<file path="src/rtl/pipeline_unit.sv">
// Two-stage signed multiply-accumulate: y_out = y_in + x_in*w_in.
// Define PIPELINE_UNIT_SAT_EN to clamp the result instead of wrapping.
module pipeline_unit #(
  parameter int DATA_W = 17
) (
  input  logic                     clk,
  input  logic                     rst,
  input  logic signed [DATA_W-1:0] x_in,
  input  logic signed [DATA_W-1:0] w_in,
  input  logic signed [DATA_W-1:0] y_in,
  output logic signed [DATA_W-1:0] y_out
);

  localparam int PW = 2 * DATA_W;
  localparam int SW = 2 * DATA_W + 1;

  logic signed [PW-1:0]     prod_d;
  logic signed [PW-1:0]     prod_q;
  logic signed [DATA_W-1:0] yin_q;
  logic signed [DATA_W-1:0] y_d;
  logic signed [DATA_W-1:0] y_q;

  assign prod_d = PW'(x_in) * PW'(w_in);

`ifdef PIPELINE_UNIT_SAT_EN
  localparam logic signed [SW-1:0] MAXV =
    SW'((64'sd1 <<< (DATA_W - 1)) - 64'sd1);
  localparam logic signed [SW-1:0] MINV = ~MAXV;

  logic signed [SW-1:0] sum_d;

  // Clamp decision looks only at the full-width sum.
  always_comb begin
    sum_d = SW'(prod_q) + SW'(yin_q);
    y_d   = sum_d[DATA_W-1:0];
    if (sum_d > MAXV) begin
      y_d = MAXV[DATA_W-1:0];
    end else if (sum_d < MINV) begin
      y_d = MINV[DATA_W-1:0];
    end
  end
`else
  always_comb begin
    y_d = DATA_W'(SW'(prod_q) + SW'(yin_q));
  end
`endif

  always_ff @(posedge clk or negedge rst) begin
    if (!rst) begin
      prod_q <= '0;
      yin_q  <= '0;
      y_q    <= '0;
    end else begin
      prod_q <= prod_d;
      yin_q  <= y_in;
      y_q    <= y_d;
    end
  end

  assign y_out = y_q;

endmodule

</file>
<file path="config.mk">
export PLATFORM = sky130hd
export DESIGN_NAME = pipeline_unit
export DESIGN_NICKNAME = d
export VERILOG_FILES = /design/src/rtl/pipeline_unit.sv
export SDC_FILE = /design/constraint.sdc
export NUM_CORES = 1
export LEC_CHECK = 0
export CORE_ASPECT_RATIO = 1.5
export CORE_UTILIZATION = 45
export CTS_BUF_LIST = sky130_fd_sc_hd__clkbuf_4 sky130_fd_sc_hd__clkbuf_8
export CTS_CLUSTER_SIZE = 28
export DETAILED_ROUTE_END_ITERATION = 12
export HOLD_SLACK_MARGIN = 0.12
export PLACE_DENSITY = 0.69
export SLEW_MARGIN = 20
export SYNTH_ARGS = -nofsm -noshare
export SYNTH_HDL_FRONTEND = slang
export SYNTH_SLANG_ARGS = --single-unit
</file>
<file path="constraint.sdc">
create_clock -name clk -period 3.8 [get_ports clk]
set_input_delay 0.95 -clock clk [delete_from_list [all_inputs] [get_ports clk]]
set_output_delay 0.95 -clock clk [all_outputs]
set_load 0.02 [all_outputs]
</file>
**Word-level counts from Yosys, hierarchy flattened**

Index checks and enable logic that the tools add are counted.

- Output and inout port bits: 17
- Register bits: 51

- Multipliers: 1
- Add/subtract/negate cells: 1

Operators with widths:

| cell | number |
|---|---|
| 17-bit adder | 1 |
| 17-bit by 17-bit multiplier with 17-bit output | 1 |

**Longest topological paths before layout**

Gate-level depths: netlist of run 1.

- Depth in word-level cells: 1
- Depth in mapped cells: 21

**Worst setup path after synthesis of run 1**

OpenSTA, ideal clock, no wires.

- Path kind: input port to flip-flop
- Start: input w_in[3]
- End: register prod_q[16]
- Stages on the path: 19
- Data arrival time: 5.401 ns
- Required time: 3.720 ns
- Slack: -1.681 ns
- Buffers on the path: 1
- Cells stage by stage: clkbuf_1 > and2_1 > fa_1 > inv_1 > fa_1 > fa_1 > fa_1 > inv_1 > fa_1 > inv_1 > fa_1 > inv_1 > ha_1 > o21a_1 > o21ai_0 > a31oi_1 > nor3_1 > o21bai_1 > xnor2_1

- Longest elaborated chain between the ends: 1

Ends and longest elaborated chain:

| element | RTL line | text |
|---|---|---|
| start, declared | 9 | `input logic signed [DATA_W-1:0] w_in,` |
| 17-bit by 17-bit multiplier with 17-bit output | 23 | `assign prod_d = PW'(x_in) * PW'(w_in);` |
| net prod_d[16] | 17 | `logic signed [PW-1:0] prod_d;` |
| end signal, assigned | 54 | `prod_q <= prod_d;` |
| end, declared | 18 | `logic signed [PW-1:0] prod_q;` |

The timed path passes the listed nets, and every way through them passes these cells.

**Worst setup path after layout of run 1**

- Start: input x_in[6]
- End: register prod_q[15]

- Longest elaborated chain between the ends: 1

Ends and longest elaborated chain:

| element | RTL line | text |
|---|---|---|
| start, declared | 8 | `input logic signed [DATA_W-1:0] x_in,` |
| 17-bit by 17-bit multiplier with 17-bit output | 23 |  |
| net prod_d[15] | 17 |  |

The timed path passes the listed nets, and every way through them passes these cells.

==> results of run 1 <==
[cells in the final DEF, fill, tap and decap left out, types with 6 or more instances in the layout]
master / netlist / final
inv_1: 182 / 159
fa_1: 94 / 87
and2_1: 103 / 76
buf_4: 0 / 71
ha_1: 82 / 62
nand2_1: 54 / 51
dfrtp_1: 51 / 51
xnor2_1: 50 / 46
clkdlybuf4s50_1: 0 / 42
and2_4: 0 / 27
buf_6: 0 / 26
inv_2: 0 / 23
ha_4: 0 / 17
buf_2: 1 / 12
a21oi_1: 15 / 10
o21a_1: 10 / 9
o21ai_0: 10 / 8
xor2_1: 8 / 8
fa_2: 0 / 7
nor2b_1: 8 / 6
[metal layers]
layer  up-vias  part of all wire  track usage
li1       2469                 -            -
met1      2514              0.33       0.2169
met2       127              0.56       0.4541
met3        61             0.031      0.02569
met4         0             0.072       0.1626
met5         -                 0            0
[state kept, by name, indices dropped and copies added, names as in the netlist]
name,cells
prod_q,17
y_out,17
yin_q,17
[Yosys cell counts (all sizes together), types with 2 or more instances]
cell type / count / share of area
o21ai: 12 / 0.0088
clkbuf: 14 / 0.0077
dfrtp: 51 / 0.19
a211oi: 2 / 0.0022
xor2: 8 / 0.010
inv: 182 / 0.10
a31oi: 3 / 0.0028
a21oi: 16 / 0.012
nand2b: 4 / 0.0037
nand2: 54 / 0.030
nor2: 9 / 0.0050
fa: 94 / 0.28
nor3: 2 / 0.0015
ha: 82 / 0.15
xnor2: 50 / 0.064
o21bai: 3 / 0.0033
a21o: 5 / 0.0055
nor2b: 8 / 0.0074
o31ai: 2 / 0.0022
o21a: 10 / 0.011
and2: 103 / 0.095
[critical path, stage by stage]
cell and delay (ns):
buf_8 0.10, buf_6 0.11, and2_4 0.13, fa_1 0.53
inv_2 0.05, fa_1 0.55, fa_1 0.43, fa_1 0.50
inv_2 0.04, fa_1 0.47, inv_1 0.05, fa_1 0.50
inv_2 0.05, ha_4 0.25, buf_4 0.13, nand2_2 0.05
nor2_1 0.04, o31ai_1 0.06, nand2_1 0.12, o31ai_2 0.22
xnor2_1 0.15
[stage by stage]
| stage | util | area [sq um] |
|---|---|---|
| final | 0.6203 | 9095 |
| after global routing | 0.6203 | 9095 |
| after CTS | 0.6104 | 8950 |
| after detailed placement | 0.5754 | 8437 |
| after global placement | 0.5754 | 8437 |
| after floorplan | - | 7094 |
[worst max-delay path by stage]
stage | to | slack [ns] | from | cells after the start
5_1_grt | prod_q[16] | -1.65 | x_in[6] | 20
3_5_place_dp | prod_q[16] | -2.24 | x_in[8] | 19
2_1_floorplan | prod_q[16] | -1.51 | w_in[5] | 19
3_3_place_gp | prod_q[16] | -2.18 | x_in[6] | 20
4_1_cts | prod_q[16] | -1.51 | w_in[4] | 20
6_report | prod_q[15] | -1.43 | x_in[6] | 21
[what timing repair did]
| action | in CTS | in global routing |
|---|---|---|
| gates cloned | 4 | 0 |
| setup buffers | 22 | 9 |
| pin swaps | 79 | 48 |
| resized for setup | 164 | 48 |
| endpoints found under the setup margin | 13 | 12 |
[power by group]
part           switching (mW)  internal [mW]  leakage, nW
Combinational            2.84           3.28         3.85
Clock                   0.175          0.192       0.0502
Sequential             0.0508          0.778        0.596
Total                    3.07           4.25         4.49
[cells by family after synthesis]
logic type	count (synthesis)
flip-flops	51
XOR/XNOR	58
AND/OR/NAND/NOR	182
buffers and inverters	197
AO/OA/AOI/OAI	60
adder cells (fa/ha/maj)	176
[final cells by class]
cell class                 count  area share
multi-input combinational    476      0.5755
tap                          196     0.02696
sequential                    51      0.1403
inverter                     182     0.07511
clock buffer                   5    0.007566
timing repair buffer         167      0.1705
clock inverter                 2    0.004127
==> flow_summary.ini, run 1 <==
[run_status]
outcome = complete, but fails checks
violations = negative setup slack

[critical_path]
r2r-start = prod_q[0]
required_ns = 4.04
r2r_cells = 10
cp-start-kind = primary input
crit_arrival_ns = 5.47
r2r_slack_ns = 1.47
end_kind = register
reg2reg_to = y_out[16]
crit_type = in2reg
path_max_fanout = 5

[final_layout]
fin_cells = 1079
drive_gt1_frac = 0.2605
diodes = 0
syn2layout_area_growth_pct = 33.62
nets = 1112
fillers = 1270
multiInputGateArea_sq_um = 5234
seq_area_sq_um = 1276

[sta]
final_max_slew_viol_count = 0
hold_viol_final = 0
fmax_ghz = 0.1912
period_share = 1.377
finalSetupViolations = 12
fin_setup_tns_ns = -10.93
worstMarginPinSlew_ns = 0.8396
clock_skew_ns = 0.01133
setup_ws_ns = -1.431
rsz0062_at_grt = yes
layout_min_cycle_time_ns = 5.231
max_slew_margin = 0.4403
holdWs_ns = 0.4783

[synth]
synth_top_family_by_area = adder cells
synth_cells = 724
synth_cell_types = 33
synth-simple-area-share = 0.1438
synth-edff-count = 0
synth_warnings = 0
muxShareOfSynthArea = 0
synth_compound_area_frac = 0.05809
syn_nets = 953
synth-xor-area-share = 0.07463
synth.avg_cell_area_sq_um = 9.401
netlist_area_sq_um = 6807
ys_seq_area_frac = 0.1875
synth_fa_ha_area_frac = 0.4272
synth_seq_cells = 51
synth_flop_cell = dfrtp_1
synthArstFlopShare = 1.000

[die]
coreArea_sq_um = 14660
dieArea_sq_um = 15630
start_util = 0.4642
die-height_um = 152.6
pin_count = 70
die_width_um = 102.4
placementRows = 54

[power]
total_power_mw = 7.325
power_per_cell_area_nw_per_um2 = 805.3
ir_worst_vdd_uv = 663.1
leakage_nw = 4.493

[grt]
grt-ovfl-total = 0
grt_pass1_vias = 5959
grt_pass1_wl_um = 27850
antenna_found_initial = 0
grt.total_usage = 0.2342
grt_max_degree = 40

[detailed_routing]
antenna_left = 0
dr.pass1.iters = 4
drt_iter0_drc = 98
routedWlPerCell_um = 15.72
vias_per_cell = 4.792
wl_um = 16960
route.vias.total = 5171
drc = 0

[min_path]
min_path_cells = 1
min_from = yin_q[0]
min_to = y_out[0]
holdCritPathClass = reg2reg

[cts]
clkLatencyLatePin_ns = 0.31
htree_levels = 2
cts_tree = done
cts-root-buf = clkbuf_8
cts.sinks = 51
clk_path_buf_depth = 2
cts_buffers = 5
clkTransAtPathRegs_ns = 0.09
cts_hold_buf = 0

[placement]
post-place-ws_ns = -2.237
place_inst = 1044
gp_congestion = 0.9009
hpwlAfterDp_um = 13620
io_buffers = 69

[flow_run]
cap_violations = 0
Note: power is estimated with default switching activity, not from simulation.
==> run 2: changes to the inputs <==
- DONT_BUFFER_PORTS: not set -> 1
- PLACE_DENSITY: 0.69 -> 0.63
- clock period: 3.8 -> 6.75 ns (I/O delays scaled with it)
==> run 2 against run 1 <==
  * The flow now finishes without violations
  * Total power shrank 59%
  * Count of clock-buffer cells in the layout is 1 higher
  * Design area is 22% lower
  * Clock power decreased by 45%
  * Flip-flop and latch count did not move
  * Non-clock buffer count is 166 lower
  * Die area unchanged
  * Sequential share of layout area up 3.9 points
  * First-iteration DRC count rose by 6.1%
  * Worst setup slack better by 2.1 ns
  * Register-to-register slack better by 3.0 ns
  * Critical path depth down 3
  * Critical path type unchanged
  * Highest routed layer unchanged
==> flow_summary.ini, run 2 (synthesis gave the netlist of run 1 again) <==
[placement]
gp_congestion = 0.9024
dpl_cell_area_sq_um = 7002
place_inst = 906
post-place-ws_ns = 0.4044
hpwlAfterDp_um = 11410
io_buffers = 0

[cts]
cts_resized = 0
clk_path_buf_depth = 2
cts_setup_buffers = 0
clkLatencyLatePin_ns = 0.30
cts_buffers = 5
htree_levels = 2
cts_tree = done
cts-root-buf = clkbuf_8
cts_hold_buf = 0
cts.sinks = 51
clkTransAtPathRegs_ns = 0.08

[power]
total_power_mw = 2.981
power_per_cell_area_nw_per_um2 = 419.3
ir_worst_vdd_uv = 258.0
leakage_nw = 3.608

[grt]
grt.total_usage = 0.1879
grt_pass1_wl_um = 22630
antenna_found_initial = 1
grt_max_degree = 52
grt_pass1_vias = 4953
grt-ovfl-total = 0

[min_path]
holdCritPathClass = reg2reg
min_from = yin_q[0]
min_path_cells = 1
min_to = y_out[0]

[sta]
setup_ws_ns = 0.6984
layout_min_cycle_time_ns = 6.052
rsz0062_at_grt = no
finalSetupViolations = 0
clock_skew_ns = 0.009151
fin_setup_tns_ns = 0
final_max_slew_viol_count = 0
period_share = 0.8965
hold_viol_final = 0
worstMarginPinSlew_ns = 0.4037
holdWs_ns = 0.4700
fmax_ghz = 0.1652
max_slew_margin = 0.7280

[final_layout]
final_common_cell = inv_1
utilization = 0.4850
fillers = 1381
drive_gt1_frac = 0.01534
final_area_sq_um = 7111
layout_common_cells = inv_1 (182), and2_1 (103), fa_1 (94), ha_1 (82), nand2_1 (54)
fin_cells = 914
nets = 946
syn2layout_area_growth_pct = 4.467

[die]
placementRows = 54
die_width_um = 102.4
coreArea_sq_um = 14660
start_util = 0.4642
die-height_um = 152.6
pin_count = 70
dieArea_sq_um = 15630

[critical_path]
cp-start-kind = primary input
crit_family = adder cells
crit_arrival_ns = 6.24
reg2reg_to = y_out[16]
crit_type = in2reg
r2r_slack_ns = 4.42
cp_slowest_cell = fa_1
required_ns = 6.94
r2r_cells = 10
r2r-start = prod_q[0]
cp_common_cell = fa_1
path_max_fanout = 7
critPathBufInv = 4
slowest_delay_ns = 0.56
crit_chain = and2_1 -> fa_1 -> inv_1 -> fa_1 -> fa_1 -> fa_1 -> inv_1 -> fa_1 -> inv_1 -> fa_1 -> inv_1 -> ha_1 -> o21a_1 -> o21ai_0 -> a31oi_1 -> nor3_1 -> o21bai_1 -> xnor2_1
end_kind = register

[run_status]
outcome = finished, final reports clean

[detailed_routing]
vias_per_cell = 4.918
dr.pass1.iters = 4
antenna_left = 0
drt_iter0_drc = 104
drc = 0
routedWlPerCell_um = 14.95
route.vias.total = 4495
wl_um = 13670

[flow_run]
cap_violations = 0
==> run 2: cell count changes in the layout (fill, tap and decap cells not counted), moves of 6 or more <==
cell	change
fa_2	-7
inv_2	-23
buf_4	-70
nor2_1	+6
clkdlybuf4s50_1	-42
inv_1	+23
fa_1	+7
buf_2	-12
and2_4	-27
ha_1	+20
buf_6	-26
and2_1	+27
ha_4	-17
==> run 2: worst max path at each step <==
stage,start,depth (start not counted),endpoint
floorplan,w_in[3],19,prod_q[16]
global placement,x_in[10],18,prod_q[16]
detailed placement,x_in[10],18,prod_q[16]
CTS,x_in[10],18,prod_q[16]
global route,x_in[10],18,prod_q[16]
finish,x_in[10],18,prod_q[16]
==> run 2: final cells by class <==
| cell class | count | area (sq um) | area share |
|---|---|---|---|
| Inverter | 182 | 683.2 | 0.09608 |
| Sequential cell | 51 | 1276 | 0.1795 |
| Antenna cell | 1 | 2.502 | 0.0003519 |
| Clock inverter | 1 | 30.03 | 0.004223 |
| Clock buffer | 6 | 76.32 | 0.01073 |
| Tap cell | 196 | 245.2 | 0.03449 |
| Multi-Input combinational cell | 476 | 4790 | 0.6736 |
| Timing Repair Buffer | 1 | 7.507 | 0.001056 |
==> run 2: routing by layer <==
metal | GRT usage | wire length (um) | share of wire | vias up
met1 | 0.1949 | 5057 | 0.37 | 2225
met4 | 0.08435 | 526 | 0.038 | 0
met2 | 0.3621 | 7605 | 0.56 | 107
met3 | 0.02248 | 476 | 0.035 | 31
met5 | 0 | 0 | 0 | -
li1 | - | - | - | 2132
==> run 2: report_power, final <==
part	switching, mW	total [mW]	leakage, nW	internal, mW
Clock	0.0887	0.201	0.0547	0.113
Sequential	0.0925	0.532	0.596	0.439
Combinational	1.18	2.25	2.96	1.07
Total	1.36	2.98	3.61	1.62
==> run 3: changes to the inputs <==
- CORE_MARGIN: not set -> 2
- GPL_TIMING_DRIVEN: not set -> 0
==> run 3 against run 2 <==
  * Clock power up 22%
  * Design area is 1.2% higher
  * First-iteration DRC count grew 27%
  * Count of clock-buffer cells in the layout unchanged
  * Register-to-register slack about the same
  * Fmax fell by 6.3%
  * Cell count rose by 1.9%
  * Total power grew 0.66%
==> flow_summary.ini, run 3 (synthesis gave the netlist of run 1 again) <==
[final_layout]
nets = 960
drive_gt1_frac = 0.01776
syn2layout_area_growth_pct = 5.680
layout_common_cells = inv_1 (182), and2_1 (103), fa_1 (94), ha_1 (82), nand2_1 (54)
diodes = 0
multiInputGateArea_sq_um = 4790
final_common_cell = inv_1
utilization = 0.4817
fillers = 1460
seq_area_sq_um = 1276

[die]
coreArea_sq_um = 14930
placementRows = 55
die_width_um = 104.4
pin_count = 70
die-height_um = 154.6
dieArea_sq_um = 16150
start_util = 0.4558

[power]
clockPowerShare = 0.082
pwr-share-comb = 0.741
power_per_cell_area_nw_per_um2 = 417.2
ir_worst_vdd_uv = 314.7
p_int_mw = 1.629
p_sw_frac = 0.4574
seqPwrFrac = 0.177
total_power_mw = 3.001
p_sw_mw = 1.373
leakage_nw = 3.641

[critical_path]
crit_chain = clkbuf_1 -> and2_1 -> fa_1 -> inv_1 -> fa_1 -> fa_1 -> fa_1 -> inv_1 -> fa_1 -> inv_1 -> fa_1 -> inv_1 -> ha_1 -> o21a_1 -> o21ai_0 -> a31oi_1 -> nor3_1 -> o21bai_1 -> xnor2_1
crit_arrival_ns = 6.69
cp-start-kind = primary input
reg2reg_to = y_out[16]
cp_slowest_cell = fa_1
required_ns = 6.98
slowest_delay_ns = 0.58
r2r_slack_ns = 4.42
critPathBufInv = 5
cp_common_cell = fa_1
end_kind = register
path_max_fanout = 10
crit_type = in2reg
r2r_cells = 10
crit_family = adder cells
r2r-start = prod_q[0]

[min_path]
holdCritPathClass = reg2reg
min_from = yin_q[0]
min_path_cells = 1
min_to = y_out[0]

[sta]
finalSetupViolations = 0
max_slew_margin = 0.5681
clock_skew_ns = 0.01080
final_max_slew_viol_count = 0
layout_min_cycle_time_ns = 6.460
worstMarginPinSlew_ns = 0.6478
period_share = 0.9570
fin_setup_tns_ns = 0
fmax_ghz = 0.1548
hold_viol_final = 0
rsz0062_at_grt = no

[placement]
gp_congestion = 0.8708
io_buffers = 0
hpwlAfterDp_um = 11950

[detailed_routing]
routedWlPerCell_um = 15.47
drc = 0
drt_iter0_drc = 132
antenna_left = 0
route.vias.total = 4556
wl_um = 14410
vias_per_cell = 4.894
dr.pass1.iters = 4

[grt]
grt-ovfl-total = 0
antenna_found_initial = 0
grt_pass1_wl_um = 24150
grt_pass1_vias = 5162
grt.total_usage = 0.1893
grt_max_degree = 52

[cts]
cts_buffers = 5
cts.sinks = 51
cts_setup_buffers = 0
cts_tree = done
clk_path_buf_depth = 2
cts-root-buf = clkbuf_8
clkLatencyLatePin_ns = 0.31
htree_levels = 2
clkTransAtPathRegs_ns = 0.09

[flow_run]
cap_violations = 0

[run_status]
outcome = finished, final reports clean
run 3: through the flow:
step / instance area (sq um) / hold slack [ns] / instances / setup slack [ns]
2_1_floorplan: 6807 / 0.4430 / 724 / 0.5317
3_5_place_dp: 7056 / 0.4533 / 923 / -0.1179
5_1_grt: 7193 / 0.4921 / 931 / 0.04453
4_1_cts: 7192 / 0.4746 / 931 / 0.2057
6_report: 7193 / 0.4731 / 931 / 0.2901
3_3_place_gp: 7056 / 0.4481 / 923 / -0.07450
run 3: worst reg2reg max path: stages (launching register included):
cell and delay, ns:
dfrtp_1 0.34, ha_1 0.17, inv_1 0.06, fa_1 0.40, nor2b_1 0.14, o21ai_1 0.11, o211ai_1 0.34, a21boi_1 0.18
o21ai_0 0.22, a31oi_1 0.13, xnor2_1 0.14
run 3: area by class of cell:
cell class | instances | area share
sequential | 51 | 0.1774
multi-input combinational | 476 | 0.6659
clock buffer | 6 | 0.01061
inverter | 182 | 0.09497
clock inverter | 2 | 0.008349
buffer | 15 | 0.008175
tap | 199 | 0.03461
run 3: repair_timing:
action,4_1_cts,5_1_grt
setup endpoints to repair,0,1
resized for setup,0,2
hold buffers,0,0
run 3: metal layers:
| layer | up-vias | share of wire | global-route usage |
|---|---|---|---|
| met4 | 0 | 0.035 | 0.08366 |
| met5 | - | 0 | 0 |
| met1 | 2248 | 0.36 | 0.1924 |
| li1 | 2159 | - | - |
| met3 | 32 | 0.050 | 0.02866 |
| met2 | 117 | 0.56 | 0.3744 |
run 3: how the worst max path moves through the flow:
stage               startpoint          to  cells after the start
floorplan              w_in[3]  prod_q[16]                     19
CTS                    x_in[6]  prod_q[16]                     17
global route           w_in[3]  prod_q[16]                     17
global placement       x_in[6]  prod_q[16]                     17
finish                 w_in[3]  prod_q[16]                     19
detailed placement     x_in[6]  prod_q[16]                     17
run 3: power by group through the flow:
stage	sequential, mW	combinational [mW]	clock (mW)
global route	0.540	2.55	0.263
floorplan	0.530	1.77	0
global placement	0.537	2.18	0
detailed placement	0.538	2.25	0
finish	0.531	2.22	0.246
CTS	0.532	2.26	0.252
